===== src/rtl/hazard_ctrl.sv =====
`default_nettype none
// ============================================================================
// Module   : hazard_ctrl
// Brief    : Stall/flush/forwarding controller for the 5-stage RISC-V pipeline,
//            with a multi-cycle return-redirect FSM. Optional macro
//            HAZARD_PERF_CNT_EN adds StallCnt/FlushCnt performance counters.
// Revision : 1.0 - initial release
// ============================================================================
module hazard_ctrl #(
    parameter int RET_BUBBLES = 2,
    parameter int CNT_W       = 32
) (
    input  logic             clk,
    input  logic             rst_n,
    input  logic [4:0]       Rs1D,
    input  logic [4:0]       Rs2D,
    input  logic [4:0]       Rs1E,
    input  logic [4:0]       Rs2E,
    input  logic [4:0]       RdE,
    input  logic             ResultSrcE,
    input  logic             beqE,
    input  logic             ZeroE,
    input  logic             retE,
    input  logic [4:0]       RdM,
    input  logic             RegWriteM,
    input  logic [4:0]       RdW,
    input  logic             RegWriteW,
    output logic             StallF,
    output logic             StallD,
    output logic             FlushD,
    output logic             FlushE,
    output logic             PCSrcE,
    output logic [1:0]       ForwardAE,
    output logic [1:0]       ForwardBE,
    output logic             RetBusy
`ifdef HAZARD_PERF_CNT_EN
    ,
    output logic [CNT_W-1:0] StallCnt,
    output logic [CNT_W-1:0] FlushCnt
`endif
);

    typedef enum logic [1:0] {
        S_IDLE     = 2'd0,
        S_RET_WAIT = 2'd1,
        S_RET_GO   = 2'd2
    } state_t;

    localparam logic [2:0] C_RET_LOAD = 3'(RET_BUBBLES - 1);

    if (RET_BUBBLES < 1 || RET_BUBBLES > 7 || CNT_W < 1) begin : g_bad_params
        $error("hazard_ctrl: RET_BUBBLES must be 1..7 and CNT_W >= 1");
    end

    state_t     r_state;
    state_t     w_state_nxt;
    logic [2:0] r_cnt;
    logic [2:0] w_cnt_nxt;
    logic       w_lw_stall;
    logic       w_taken;

    assign w_lw_stall = ResultSrcE && (RdE != 5'd0) && ((RdE == Rs1D) || (RdE == Rs2D));
    assign w_taken    = beqE && ZeroE;

    always_ff @(posedge clk) begin
        if (!rst_n) begin
            r_state <= S_IDLE;
            r_cnt   <= 3'd0;
        end else begin
            r_state <= w_state_nxt;
            r_cnt   <= w_cnt_nxt;
        end
    end

    always_comb begin
        w_state_nxt = r_state;
        w_cnt_nxt   = r_cnt;
        StallF      = 1'b0;
        StallD      = 1'b0;
        FlushD      = 1'b0;
        FlushE      = 1'b0;
        PCSrcE      = 1'b0;
        ForwardAE   = 2'b00;
        ForwardBE   = 2'b00;
        RetBusy     = 1'b0;

        if (!rst_n) begin
            w_state_nxt = S_IDLE;
            w_cnt_nxt   = 3'd0;
            FlushD      = 1'b1;
            FlushE      = 1'b1;
        end else begin
            if (RegWriteM && (RdM != 5'd0) && (RdM == Rs1E)) begin
                ForwardAE = 2'b10;
            end else if (RegWriteW && (RdW != 5'd0) && (RdW == Rs1E)) begin
                ForwardAE = 2'b01;
            end

            if (RegWriteM && (RdM != 5'd0) && (RdM == Rs2E)) begin
                ForwardBE = 2'b10;
            end else if (RegWriteW && (RdW != 5'd0) && (RdW == Rs2E)) begin
                ForwardBE = 2'b01;
            end

            case (r_state)
                S_IDLE: begin
                    if (retE) begin
                        StallF    = 1'b1;
                        FlushD    = 1'b1;
                        FlushE    = 1'b1;
                        w_cnt_nxt = C_RET_LOAD;
                        w_state_nxt = (RET_BUBBLES == 1) ? S_RET_GO : S_RET_WAIT;
                    end else if (w_taken) begin
                        PCSrcE = 1'b1;
                        FlushD = 1'b1;
                        FlushE = 1'b1;
                    end else if (w_lw_stall) begin
                        StallF = 1'b1;
                        StallD = 1'b1;
                        FlushE = 1'b1;
                    end
                end
                S_RET_WAIT: begin
                    StallF    = 1'b1;
                    FlushD    = 1'b1;
                    FlushE    = 1'b1;
                    RetBusy   = 1'b1;
                    w_cnt_nxt = r_cnt - 3'd1;
                    // Leave as the counter reaches zero so the PC is held exactly RET_BUBBLES cycles
                    if (r_cnt <= 3'd1) begin
                        w_state_nxt = S_RET_GO;
                    end
                end
                S_RET_GO: begin
                    PCSrcE      = 1'b1;
                    FlushD      = 1'b1;
                    FlushE      = 1'b1;
                    RetBusy     = 1'b1;
                    w_state_nxt = S_IDLE;
                end
                default: begin
                    w_state_nxt = S_IDLE;
                end
            endcase
        end
    end

`ifdef HAZARD_PERF_CNT_EN
    logic [CNT_W-1:0] r_stall_cnt;
    logic [CNT_W-1:0] r_flush_cnt;

    always_ff @(posedge clk) begin
        if (!rst_n) begin
            r_stall_cnt <= '0;
            r_flush_cnt <= '0;
        end else begin
            if (StallF) begin
                r_stall_cnt <= r_stall_cnt + CNT_W'(1);
            end
            if (FlushE) begin
                r_flush_cnt <= r_flush_cnt + CNT_W'(1);
            end
        end
    end

    assign StallCnt = r_stall_cnt;
    assign FlushCnt = r_flush_cnt;
`endif

endmodule
`default_nettype wire


===== config.mk =====
export PLATFORM = sky130hd
export DESIGN_NAME = hazard_ctrl
export DESIGN_NICKNAME = d
export VERILOG_FILES = /design/src/rtl/hazard_ctrl.sv
export SDC_FILE = /design/constraint.sdc
export NUM_CORES = 1
export LEC_CHECK = 0
export BUFFER_PORTS_ARGS = -buffer_cell sky130_fd_sc_hd__buf_4
export CAP_MARGIN = 15
export CORE_MARGIN = 4
export CORE_UTILIZATION = 36
export DETAILED_ROUTE_END_ITERATION = 16
export GPL_TIMING_DRIVEN = 0
export MAX_ROUTING_LAYER = met4
export PLACE_DENSITY_LB_ADDON = 0.2
export SYNTH_ARGS = -nofsm -noshare
export SYNTH_HDL_FRONTEND = slang
export SYNTH_SLANG_ARGS = --single-unit

===== constraint.sdc =====
create_clock -name clk -period 1.94 [get_ports clk]
set_input_delay 0.388 -clock clk [delete_from_list [all_inputs] [get_ports clk]]
set_output_delay 0.388 -clock clk [all_outputs]
set_load 0.02 [all_outputs]

==> reports/metrics.cfg, run 1 <==
[setup_path]
worst-path-buf-inv=3
crit_chain=buf_8 > or4_4 > o21ai_4 > buf_4 > nor4_4 > nor4_2 > buf_4
crit_slowest_cell=or4_4
crit_type=in2out
crit_top_cell=buf_4
slowest_delay_ps=540
cp_max_fo=2
critPathCaptureType=output pin
cp.required_ps=1550
cp-start-kind=primary input
critPathTopFamily=simple AND/OR/NAND/NOR gates
crit_arrival_ps=1670

[detailed_routing]
via_per_inst=5.09
antenna_left=0
drt_iter0_drc=19
wire_per_inst_um=14.5
via_count=1003
first_pass_iters=4
drc=0
drt_wl_total_um=2850

[floorplanning]
rows=17
initial_core_util_pct=37.9
core_area_sq_mm=0.00223
die_w_um=56.5
die_area_sq_mm=0.00319
die_y_um=56.5
io_pins=53

[run_status]
outcome=finished with violations
failed_checks=setup timing

[power_and_ir_drop]
p_per_area_mw_per_mm2=570
totalPowerFinal_mw=0.853
power_leakage_nw=0.652
ir_drop_mv=0.515

[finish]
diodes=0
drive_gt1_share_pct=47.9
design_area_sq_mm=0.00150
fin_nets=219
final_util_pct=67.1
syn_to_final_growth_pct=76.8
fill_cells=202
final_cells=197

[sta]
fin_worst_skew_ps=2.11
min_period_ps=2060
slew_viol_final=0
relSlewSlack_pct=73.4
hold_viol_final=0
worst_slack_ps=-117
tightestPinTransition_ps=399
max_freq_ghz=0.486
rsz0062_at_grt=yes
setup_viol=7
fin_crit_sh_pct=106

[global_routing]
grt_pass1_wl_um=4510
grt_max_degree=11
overflow=0
grt_usage_pct=17.6
grt_pass1_vias=1069
antenna_found_initial=0

[clocking]
cts_sinks=5
clock_latency_ps=240
cts_tree=yes
clockRootBuffer=clkbuf_4
cts_made_buffers=3
cts.path.max_buffers=2
hold_buffers=0
clk_pin_slew_ps=40
htreeDepth=1

[yosys]
ys_seq_area_share_pct=11.8
synth_warnings=0
ys_top_cells_by_area=xor2_1 24%, dfxtp_1 12%, ha_1 8.9%, xnor2_1 8.3%, and2_1 3.7%
synth_area_per_cell_sq_um=7.77
ys_seq_elements=5
syn_area_sq_um=847
yosysTopAreaCell=xor2_1
synth_cell_type_count=35
syn_inst=109
synth_nets=158
synth_top_area_share_pct=23.8

[hold_path]
hp-class=in2reg

[placement]
port_buffers=52
place_inst=189
dpl.hpwl_um=2100
place_ws_ps=-183
globalplace.congestion=0.895
placed_cell_area_sq_mm=0.00127

[run]
maxCapViolations=0

[cell usage after synthesis]
library cell / count
a21oi_1: 5
a22oi_1: 1
a211oi_1: 1
o21ai_1: 1
nor4b_1: 1
o221ai_1: 2
nor3b_1: 1
a31oi_1: 1
nand3_1: 4
ha_1: 6
or4_1: 4
and3_1: 1
a21o_1: 1
clkbuf_1: 3
nor4_2: 1
o21a_1: 2
nor4_1: 2
nand2b_1: 1
nand2_1: 4
or3_1: 1
o21ai_2: 1
dfxtp_1: 5
nor3_1: 4
o21ai_0: 6
nor2b_1: 3
xor2_1: 23
xnor2_1: 8
and2_1: 5
o31a_1: 1
or2_2: 1
inv_1: 4
nor2_1: 2
o211ai_1: 1
mux2_2: 1
and2_2: 1
[registers in the layout, indices dropped and copies added (netlist names)]
signal,count
r_cnt,3
r_state,2
[cells in the final DEF (no fill, tap or decap), types with 3 or more instances in the layout]
cell,count
buf_4,43
xor2_1,23
buf_6,11
xnor2_1,8
a21oi_1,5
and2_1,5
o21ai_0,5
ha_1,5
dfxtp_1,5
or4_4,4
nand3_1,4
nand2_1,4
nor3_1,3
clkbuf_4,3
buf_8,3
[metrics by stage]
stage | hold slack [ps] | setup TNS [ps]
2_1_floorplan | 490 | -131
3_3_place_gp | 515 | -928
3_5_place_dp | 533 | -973
4_1_cts | 476 | -408
5_1_grt | 477 | -850
6_report | 478 | -477
[area by class of cell]
cell class              count  area, sq um  area share [%]
clock buffers               4         26.3            1.75
plain buffers               2         8.76           0.585
multi-input cells          97          821            54.8
flip-flops and latches      5          100            6.68
well taps                  28         35.0            2.34
inverters                   4         15.0            1.00
repair buffers             57          492            32.8
[power by group]
| part | total (mW) | internal [mW] | switching, mW |
|---|---|---|---|
| combinational | 0.576 | 0.301 | 0.275 |
| sequential | 0.157 | 0.130 | 0.0265 |
| clock | 0.120 | 0.0777 | 0.0424 |
| total | 0.853 | 0.509 | 0.344 |
[worst paths after layout]
| check | slack (ps) | endpoint | depth (start not counted) | startpoint |
|---|---|---|---|---|
| min reg2reg | 530 | r_state[0]$_SDFFE_PN0P_ | 2 | r_state[0]$_SDFFE_PN0P_ |
| max reg2reg | 470 | r_cnt[0]$_SDFFE_PN0P_ | 7 | r_state[1]$_SDFFE_PN0P_ |
| max | -120 | ForwardAE[0] | 7 | RdM[1] |
| min | 480 | r_state[0]$_SDFFE_PN0P_ | 3 | retE |
[logic make-up after synthesis]
| logic type | share of synthesized area (%) |
|---|---|
| compound gates | 17.3 |
| mux | 1.33 |
| simple gates | 25.6 |
| buf+inv | 3.10 |
| fa+ha+maj | 8.86 |
| flops | 11.8 |
| xor+xnor | 32.1 |
[tightest hold or removal path: stages]
cell and delay (ps):
buf_4 150, nand2b_1 70, a21oi_1 60
[repair_timing]
item / in CTS / in global routing
endpoints found under the setup margin: 9 / 8
pin swaps: 9 / 8
gates resized for setup: 28 / 13
endpoints found under the hold margin: 0 / 0
buffers inserted: 2 / 3
[routing by layer]
metal  part of all wire (%)  GRT usage [%]
met5                      0              -
met4                    1.6           7.12
met3                    6.0           3.68
met2                     53           32.2
met1                     40           17.9
Power figures use the tool's default switching activity.
==> run 2: changes to the inputs <==
==> constraint.sdc (replaced) <==
create_clock -name clk -period 1.9 [get_ports clk]
set_input_delay 0.38 -clock clk [delete_from_list [all_inputs] [get_ports clk]]
set_output_delay 0.38 -clock clk [all_outputs]
set_load 0.02 [all_outputs]
==> reports/metrics.cfg, run 2 (same netlist as run 1, synthesis figures left out) <==
[floorplanning]
rows=17  ; unchanged
die_area_sq_mm=0.00319  ; unchanged
io_pins=53  ; unchanged
initial_core_util_pct=37.9  ; unchanged
die_w_um=56.5  ; unchanged
core_area_sq_mm=0.00223  ; unchanged
die_y_um=56.5  ; unchanged

[sta]
tightestPinTransition_ps=402  ; +2.68 ps
hold_viol_final=0  ; unchanged
hold_ws_ps=461  ; -17.2 ps
rsz0062_at_grt=yes
slew_viol_final=0  ; unchanged
setup_viol=7  ; unchanged
fin_crit_sh_pct=107
relSlewSlack_pct=73.2  ; -0.18 points
max_freq_ghz=0.492
min_period_ps=2030
worst_slack_ps=-134  ; -17.0 ps
fin_worst_skew_ps=9.43  ; +7.32 ps

[clocking]
clock_latency_ps=250  ; about the same
cts.path.max_buffers=2  ; unchanged
cts_made_buffers=3  ; unchanged
clk_pin_slew_ps=40  ; about the same
hold_buffers=0  ; unchanged
cts_tree=yes
clockRootBuffer=clkbuf_4
htreeDepth=1  ; unchanged
cts_sinks=5  ; unchanged

[global_routing]
grt_usage_pct=19.0  ; +1.5 points
overflow=0  ; unchanged
grt_max_degree=11  ; unchanged
grt_busiest_layer=met2
grtUsageMet2_pct=34.0  ; +1.8 points
antenna_found_initial=0  ; unchanged
grt_util_met1_pct=19.9  ; +2.0 points
grt_pass1_vias=1073  ; +0.37%
grt_pass1_wl_um=4760  ; +5.5%
use_met3_pct=3.68  ; unchanged

[hold_path]
hp-class=in2reg

[setup_path]
crit_arrival_ps=1650  ; -20 ps
cp_max_fo=2  ; unchanged
slowest_delay_ps=540  ; about the same
critPathCaptureType=output pin
crit_type=in2out
cp.required_ps=1520  ; -30 ps
critPathTopFamily=simple AND/OR/NAND/NOR gates
crit_chain=buf_8 > or4_4 > o21ai_4 > a211oi_2 > o31a_1 > buf_6
crit_slowest_cell=or4_4
cp-start-kind=primary input
worst-path-buf-inv=2  ; -1

[power_and_ir_drop]
ir_drop_mv=0.540  ; +4.9%
p_per_area_mw_per_mm2=586  ; +2.9%
seqPwrFrac_pct=17.7  ; -0.7 points
swShare_pct=40.9  ; +0.57 points
p_int_mw=0.541  ; +6.2%
power.switching_mw=0.374  ; +8.8%
power_leakage_nw=0.673  ; +3.2%
clockPowerShare_pct=14.2  ; about the same
p_comb_share_pct=68.1  ; +0.6 points

[finish]
top_regs=r_cnt x3, r_state x2
final_cell_mix=45 x buf_4, 23 x xor2_1, 8 x xnor2_1, 8 x buf_6, 6 x buf_8
final_cells=199  ; +1.0%
fin_nets=221  ; +0.91%
syn_to_final_growth_pct=84.3
diodes=0  ; unchanged
max_flop_register=r_cnt
final_common_cell=buf_4
largest_reg_flops=3  ; unchanged
drive_gt1_share_pct=51.5  ; +3.5 points

[detailed_routing]
antenna_left=0  ; unchanged
via_count=1023  ; +2.0%
drc=0  ; unchanged
via_per_inst=5.14  ; +0.97%
first_pass_iters=4  ; unchanged
drt_iter0_drc=18  ; -1
wire_per_inst_um=14.8  ; +2.3%
drt_wl_total_um=2950  ; +3.3%

[run]
maxCapViolations=0  ; unchanged

[run_status]
failed_checks=setup timing
outcome=finished with violations

[placement]
dpl.hpwl_um=2170  ; +3.7%
globalplace.congestion=0.941  ; +5.1%
port_buffers=52  ; unchanged
place_inst=189  ; unchanged

## run 2: cell count changes in the layout (fill, tap and decap cells not counted), sizes merged
cell | before | now
buf | 57 | 59
## run 2: layout make-up
type	instances	area [sq um]
buffer	2	8.76
clock buffer	4	26.3
fill	172	672
inverter	4	15.0
multi-input combinational	97	857
sequential	5	101
tap	28	35.0
timing repair buffer	59	518
## run 2: path summary, 6_finish.rpt
path         depth (start not counted)               startpoint  slack (ps)                      end
max reg2reg                          6  r_state[1]$_SDFFE_PN0P_         460    r_cnt[1]$_SDFFE_PN0P_
min reg2reg                          2  r_state[1]$_SDFFE_PN0P_         520  r_state[1]$_SDFFE_PN0P_
min                                  3                     retE         460  r_state[0]$_SDFFE_PN0P_
max                                  6                   RdE[4]        -130                   StallF
## run 2: routing by layer
| layer | part of all wire [%] | vias up |
|---|---|---|
| li1 | - | 507 |
| met1 | 37 | 480 |
| met2 | 55 | 28 |
| met3 | 5.6 | 8 |
| met4 | 1.7 | 0 |
| met5 | 0 | - |
## run 2: power by group through the flow
stage / registers, mW / logic, mW / clock network, mW
finish: 0.162 / 0.623 / 0.130
global route: 0.165 / 0.689 / 0.142
CTS: 0.160 / 0.561 / 0.134
detailed placement: 0.161 / 0.503 / 0
global placement: 0.158 / 0.486 / 0
floorplan: 0.155 / 0.312 / 0
## run 2: worst reg2reg max path, cell delays in order (launching register included)
cell and delay [ps]:
dfxtp_2 340, inv_2 60, ha_1 220, clkbuf_2 200
o21ai_0 230, o221ai_1 140, and2_1 170
## run 2: what timing repair did
item	4_1_cts	5_1_grt
pin swaps	11	8
setup buffers	3	4
endpoints found under the setup margin	9	9
resized for setup	33	15
## run 2: metrics by stage
| step | area, sq um | util, % | setup TNS (ps) | worst slack (ps) | power, mW |
|---|---|---|---|---|---|
| finish | 1560 | 69.9 | -665 | -134 | 0.915 |
| global route | 1560 | 69.9 | -874 | -161 | 0.996 |
| CTS | 1470 | 65.9 | -733 | -148 | 0.855 |
| detailed placement | 1290 | 57.8 | -1320 | -245 | 0.664 |
| global placement | 1290 | 57.8 | -1170 | -206 | 0.644 |
| floorplan | 865 | - | -13.5 | -13.5 | 0.467 |
